### src/rtl/pe_pkg.sv
// pe_pkg: dataflow encodings, capability codes and default widths for the PE
package pe_pkg;
  typedef enum logic {DF_OS = 1'b0, DF_WS = 1'b1} dataflow_e;
  typedef enum int {DF_OS_ONLY = 0, DF_WS_ONLY = 1, DF_BOTH = 2} df_cap_e;
  localparam int DEF_A_W = 8;
  localparam int DEF_OUT_W = 20;
  localparam int DEF_C_W = 32;
  localparam int DEF_SHIFT_W = 5;
  localparam int DEF_ID_W = 3;
endpackage

### src/rtl/pe_round_sat.sv
// pe_round_sat: round-half-up arithmetic right shift followed by saturation to OUT_W
module pe_round_sat #(
  parameter int C_W = 32,
  parameter int OUT_W = 20,
  parameter int SHIFT_W = 5
) (
  input  logic signed [C_W-1:0]   x,
  input  logic        [SHIFT_W-1:0] s,
  output logic signed [OUT_W-1:0] y
);
  localparam logic signed [C_W:0] MAX = {{(C_W-OUT_W+2){1'b0}}, {(OUT_W-1){1'b1}}};
  localparam logic signed [C_W:0] MIN = ~MAX;
  logic signed [C_W:0] r, q;
  // one guard bit keeps the rounding add from overflowing
  always_comb begin
    r = $signed({x[C_W-1], x}) + (s == '0 ? '0 : {{C_W{1'b0}}, 1'b1} << (s - 1'b1));
    q = r >>> s;
    y = q > MAX ? MAX[OUT_W-1:0] : q < MIN ? MIN[OUT_W-1:0] : q[OUT_W-1:0];
  end
endmodule

### src/rtl/pe_mac_dbuf.sv
// pe_mac_dbuf: registered OS/WS systolic PE with double-buffered accumulators
module pe_mac_dbuf
  import pe_pkg::*;
#(
  parameter int A_W = DEF_A_W,
  parameter int OUT_W = DEF_OUT_W,
  parameter int C_W = DEF_C_W,
  parameter int SHIFT_W = DEF_SHIFT_W,
  parameter int ID_W = DEF_ID_W,
  parameter int DF = DF_BOTH
) (
  input  logic                 clk,
  input  logic                 rst,
  input  logic                 in_valid,
  input  logic signed [A_W-1:0]   in_a,
  input  logic signed [OUT_W-1:0] in_b,
  input  logic signed [OUT_W-1:0] in_d,
  input  logic                 in_dataflow,
  input  logic                 in_propagate,
  input  logic [SHIFT_W-1:0]   in_shift,
  input  logic [ID_W-1:0]      in_id,
  input  logic                 in_last,
  output logic                 out_valid,
  output logic signed [A_W-1:0]   out_a,
  output logic signed [OUT_W-1:0] out_b,
  output logic signed [OUT_W-1:0] out_c,
  output logic                 out_dataflow,
  output logic                 out_propagate,
  output logic [SHIFT_W-1:0]   out_shift,
  output logic [ID_W-1:0]      out_id,
  output logic                 out_last,
  output logic                 bad_dataflow
);
  logic signed [C_W-1:0] c1, c2, act, acc, d_x, prod_x;
  logic signed [2*A_W-1:0] prod, wprod;
  logic signed [A_W-1:0] bl, wt;
  logic signed [OUT_W-1:0] c_rs, c_nx, b_nx;
  logic [SHIFT_W-1:0] s;
  logic last_prop, ws, ok, upd, flip;
  // act is the buffer drained to out_c and reloaded from d; acc accumulates (OS) or holds the weight (WS)
  always_comb begin
    ws = in_dataflow == DF_WS;
    ok = ws ? DF != DF_OS_ONLY : DF != DF_WS_ONLY;
    upd = in_valid && ok;
    flip = in_propagate != last_prop;
    s = flip ? in_shift : '0;
    act = in_propagate ? c1 : c2;
    acc = in_propagate ? c2 : c1;
    bl = in_b[A_W-1:0];
    wt = acc[A_W-1:0];
    prod = in_a * bl;
    wprod = in_a * wt;
    prod_x = C_W'(prod);
    d_x = C_W'(in_d);
    c_nx = !ok ? '0 : ws ? act[OUT_W-1:0] : c_rs;
    b_nx = ok && ws ? in_b + OUT_W'(wprod) : in_b;
  end
  pe_round_sat #(.C_W(C_W), .OUT_W(OUT_W), .SHIFT_W(SHIFT_W)) u_rs (.x(act), .s(s), .y(c_rs));
  // accumulator state moves only on supported valid transactions
  always_ff @(posedge clk or posedge rst)
    if (rst) begin
      c1 <= '0;
      c2 <= '0;
      last_prop <= 1'b0;
    end else if (upd) begin
      last_prop <= in_propagate;
      if (in_propagate) begin
        c1 <= d_x;
        if (!ws) c2 <= c2 + prod_x;
      end else begin
        c2 <= d_x;
        if (!ws) c1 <= c1 + prod_x;
      end
    end
  // output stage captures every cycle so a mesh advances one hop per clock
  always_ff @(posedge clk or posedge rst)
    if (rst) begin
      out_valid <= 1'b0;
      out_a <= '0;
      out_b <= '0;
      out_c <= '0;
      out_dataflow <= 1'b0;
      out_propagate <= 1'b0;
      out_shift <= '0;
      out_id <= '0;
      out_last <= 1'b0;
      bad_dataflow <= 1'b0;
    end else begin
      out_valid <= in_valid;
      out_a <= in_a;
      out_b <= b_nx;
      out_c <= c_nx;
      out_dataflow <= in_dataflow;
      out_propagate <= in_propagate;
      out_shift <= in_shift;
      out_id <= in_id;
      out_last <= in_last;
      bad_dataflow <= in_valid && !ok;
    end
endmodule

### config.mk
export PLATFORM = sky130hd
export DESIGN_NAME = pe_mac_dbuf
export DESIGN_NICKNAME = d
export VERILOG_FILES = /design/src/rtl/pe_pkg.sv /design/src/rtl/pe_round_sat.sv /design/src/rtl/pe_mac_dbuf.sv
export SDC_FILE = /design/constraint.sdc
export NUM_CORES = 1
export LEC_CHECK = 0
export CAP_MARGIN = 10
export CELL_PAD_IN_SITES_DETAIL_PLACEMENT = 1
export CELL_PAD_IN_SITES_GLOBAL_PLACEMENT = 1
export CORE_ASPECT_RATIO = 1.1
export CORE_UTILIZATION = 43
export DETAILED_ROUTE_END_ITERATION = 12
export GPL_TIMING_DRIVEN = 0
export PLACE_DENSITY_LB_ADDON = 0.1
export SETUP_SLACK_MARGIN = 0.02
export SYNTH_ARGS = -nofsm -noshare
export SYNTH_HDL_FRONTEND = slang
export SYNTH_SLANG_ARGS = --single-unit
### constraint.sdc
create_clock -name clk -period 5.8 [get_ports clk]
set_input_delay 1.45 -clock clk [delete_from_list [all_inputs] [get_ports clk]]
set_output_delay 1.45 -clock clk [all_outputs]
set_load 0.05 [all_outputs]
---- After elaboration in Yosys (flattened, before gate mapping) ----
Index checks and enable logic that the tools add are counted.
Widths: inputs -> output; s select.
word-level totals
  flip-flop bits (word level) ............. 125
  output and inout bits ................... 61
  logic and storage cells ................. 41
operators by class
  add/sub/neg operators ................... 5
  multiply operators ...................... 2
  magnitude comparators ................... 2
  equal/unequal tests ..................... 3
  shifts and indexed selects .............. 2
  multiplexer cells ....................... 12
  reductions and logical operators ........ 3
operators with widths
  kind                  number
  $mux 32               5
  $mux 20               4
  $add 32x16->32        2
  $add 33x33->33        1
  $gt 33x20->1 const B  1
  $lt 33x20->1 const B  1
  $mux 33               1
  $shl 1x5->33 const A  1
  $sshr 33x5->33        1
  $mul 8x8->16          2
  $add 20x16->20        1
  $mux 8                1
  $logic_not 5->1       1
  $mux 5                1
  $sub 5x1->5 const B   1
  $reduce_and 2->1      2
  $ne 2x1->1 const B    1
  $ne 2x2->1 const B    1
  $ne 1x1->1            1

---- Longest topological paths before layout ----
  depth after elaboration ................. 11
  mapped depth ............................ 35

---- Hierarchy ----
From an unflattened synthesis, not the netlist that was laid out.
second synthesis, totals
  cells, all modules ...................... 2254
  area total of the unflattened synthesis .. 19225.9 sq um
modules (own cells, without submodules)
  module        times used  cells each  area an instance (sq um)  seq. area each (sq um)
  pe_mac_dbuf   1           1551        14226.1                   3128.0
  pe_round_sat  1           703         4999.8                    0.0

---- Least setup slack after synthesis ----
No wires, ideal clock.
  path kind ............................... input to register
  start ................................... input port in_a[7]
  end ..................................... register c1[31]
  arrival time ............................ 9566 ps
  slack ................................... -3834 ps
  stages on the path ...................... 33
  path through ............................ clkbuf_1 -> and2_1 -> fa_1 -> inv_1 -> fa_1 -> inv_1 -> fa_1 -> inv_1 -> fa_1 -> inv_1 -> ha_1 -> inv_1 -> o21bai_1 -> a21oi_1 -> o21bai_1 -> a21oi_1 -> o21ai_0 -> o41ai_1 -> xnor2_1 -> ha_1 -> a21o_1 -> a21oi_1 -> nor2_1 -> a21oi_1 -> o31a_1 -> a211oi_1 -> a41o_1 -> o41ai_1 -> o2111ai_1 -> a21oi_1 -> xor2_1 -> or4_1 -> nand3_1
on the way
  cells in the longest elaborated chain, start to end .. 4
RTL lines
  element                 RTL line           RTL
  start: declaration      pe_mac_dbuf.sv:15  input logic signed [A_W-1:0] in_a,
  $mul 8x8->16            pe_mac_dbuf.sv:51  prod = in_a * bl;
  $add 32x16->32          pe_mac_dbuf.sv:72  if (!ws) c1 <= c1 + prod_x;
  $mux 32                 pe_mac_dbuf.sv:72
  $mux 32                 pe_mac_dbuf.sv:67  if (in_propagate) begin
  end signal: assignment  pe_mac_dbuf.sv:72
  end: declaration        pe_mac_dbuf.sv:34  logic signed [C_W-1:0] c1, c2, act, acc, d_x, prod_x;
Every way passes these cells. The select of a mux whose other input is x is not followed.
A chain may end at the register's enable or synchronous reset.

---- Worst setup path after layout ----
  start ................................... input port in_a[3]
  end ..................................... register c1[29]
Same word-level chain as after synthesis.

==> reports/results.tsv <==
metric	value	unit
Num CTS Buffers	17	
Max Cap Violations	0	
FILL cells	4799	
min-delay src	c2[20]	
Critical R2R Launch	c1[1]	
Hold Crit Class	reg2reg	
Cell Area, Synth	0.0185	sq mm
routability cong.	0.932	
Post-synth EDFFs	0	
1st-iter DRT viols	1125	
Post-Syn Instances	2192	
worst rel slew slack	19.7	%
Hold Vio Cnt, Final	0	
Worst-path clk slew	0.07	ns
Final Util	60.3	%
Port Buf Inserts	119	
Worst path most repeated cell	a21oi_2	
Main synth FF type	dfrtp_1	
sequential area share after synthesis	16.9	%
clock sink count	125	
initial core utilization	43.7	%
Crit path required time	6.17	ns
Setup CP Type	in2reg	
Tcrit/Tclk final	143	%
Setup crit end kind	flop	
area growth from synthesis to layout	38.0	%
Yosys reg bits	125	
outcome	finished, violations left	
antenna cells	0	
final worst slack	-2.52	ns
startpoint types	input port	
max-slew violations	0	
Final #Nets	2901	
core area	0.0423	sq mm
crit path from	in_a[3]	
Post-synth ARST share	100	%
post-route minimum period	8.32	ns
WHS	0.525	ns
drt drc	0	
most frequent cells in the layout	212 x inv_1, 189 x nand2_1, 157 x buf_4, 140 x fa_1, 133 x nor2_1	
dpl hpwl	52300	um
worst clock skew	0.0221	ns
Crit path arrival time	8.69	ns
TritonCTS clock tree	yes	
Total Routing Usage GR	35.3	%
CP max FO	6	
failing checks	negative setup slack	
Netlist cell types	99	
DRT Wirelength	80300	um
H-tree levels	4	
commonest non-fill, non-tap cell in the layout	inv_1	
slowest CP cell	fa_1	
initial antenna violation count	0	
fraction of layout cells with a size suffix above 1	27.6	%
RSZ-0062 raised after global routing	yes	
Synthesis Warnings	0	
row count	79	
antenna viol nets, final	0	
Vias/cell	6.06	
Placed Area	0.0211	sq mm
Worst-Skew Late Latency	0.49	ns
Initial DRT Pass Iterations	7	
Die X	200	um
Avg Cell Area, Syn	8.44	sq um
global-route wire length before repair	116000	um
CTS root buf	clkbuf_16	
largest stage delay on the critical path	0.63	ns
Least-Margin Pin Slew	1.20	ns
die area	0.0438	sq mm
I/O pin cnt	123	
DR vias	18800	
aggregate global routing overflow	0	
largest net degree at the start of global routing	75	
Post-CTS Hold Fix Bufs	0	
WL/cell	25.9	um
clk buf depth	2	
final instance area	0.0255	sq mm
final setup fails	76	
Max Freq	120	MHz
vias in the first global route	20100	
die height	219	um
timing repair:
item | 4_1_cts | 5_1_grt
pin swaps | 132 | 128
gates resized for setup | 299 | 280
setup endpoints to repair | 87 | 79
cloned | 1 | 4
buffers inserted | 121 | 95
sequential cells by signal, indices dropped and copies added, names as in the netlist, 3 cells and up:
signal	flops
out_b	20
c1	32
out_shift	5
c2	32
out_a	8
out_c	20
out_id	3
logic make-up (layout without fill, tap and decap cells):
kind of cell / after synthesis / count (layout) / share of synthesized area [%]
compound gates: 559 / 559 / 20.3
mux: 110 / 110 / 6.26
buf+inv: 323 / 663 / 6.70
simple gates: 645 / 645 / 17.0
xor+xnor: 114 / 115 / 5.54
flops: 125 / 125 / 16.9
fa+ha+maj: 315 / 315 / 27.2
other cells: 1 / 2 / 0.0203
stage by stage:
| stage | setup slack [ns] | TNS, ns | std cells |
|---|---|---|---|
| floorplan | -2.39 | -73.07 | 2193 |
| global placement | -4.25 | -368.00 | 2879 |
| detailed placement | -4.36 | -223.94 | 2880 |
| CTS | -2.10 | -77.13 | 3031 |
| global route | -2.76 | -102.26 | 3101 |
| finish | -2.52 | -88.52 | 3101 |
cells in the mapped netlist (17+ instances only):
cell type | count | area share, %
inv_1 | 226 | 4.6
nand2_1 | 210 | 4.3
ha_1 | 169 | 11
nor2_1 | 147 | 3.0
fa_1 | 146 | 16
a21oi_1 | 138 | 3.7
o21ai_0 | 138 | 3.7
dfrtp_1 | 125 | 17
mux2i_1 | 74 | 4.0
xnor2_1 | 74 | 3.5
clkbuf_1 | 72 | 1.5
and2_1 | 55 | 1.9
nand3_1 | 41 | 1.1
a21o_1 | 40 | 1.6
nor3_1 | 39 | 1.1
xor2_1 | 38 | 1.8
mux2_2 | 35 | 2.1
nor2b_1 | 30 | 1.0
a211oi_1 | 27 | 1.1
o21bai_1 | 27 | 1.1
nand2b_1 | 24 | 0.81
o22ai_1 | 20 | 0.68
or2_2 | 17 | 0.58
worst max-delay path, delay by kind of cell:
kind                     cells  cell delay, ns
AND/OR/NAND/NOR              5            0.73
AO/OA/AOI/OAI               18            3.07
XOR/XNOR                     1            0.18
buffers and inverters        6            0.64
adder cells (fa/ha/maj)      6            2.62
worst paths after layout:
path	endpoint	slack (ns)	cells past startpoint
setup / recovery	c1[29]	-2.52	36
hold / removal	c2[20]	0.52	2
setup reg to reg	out_b[19]	-0.21	22
hold reg to reg	c2[20]	0.52	2
max in group asynchronous	c2[23]	3.57	3
min in group asynchronous	out_c[19]	1.41	2
layer usage:
| layer | GRT usage (%) | routed length [um] | up-vias | part of all wire (%) |
|---|---|---|---|---|
| li1 | - | - | 8269 | - |
| met1 | 41.3 | 31000 | 9515 | 39 |
| met2 | 61.4 | 39900 | 716 | 50 |
| met3 | 5.28 | 4170 | 284 | 5.2 |
| met4 | 19.5 | 5270 | 0 | 6.6 |
| met5 | 0 | 0 | - | 0 |
layout make-up:
type	instances	area [sq um]	share of cell area [%]
inverter	227	863	3.38
clock buffer	19	453	1.77
tap	567	709	2.78
sequential	125	3130	12.3
buffer	93	766	3.00
clock inverter	10	118	0.461
timing repair buffer	314	2980	11.7
multi-input combinational	1746	16500	64.7
Power is left out: the tool's default activity adds up to more than one toggle a clock period on the data nets, which glitch-free logic cannot reach.
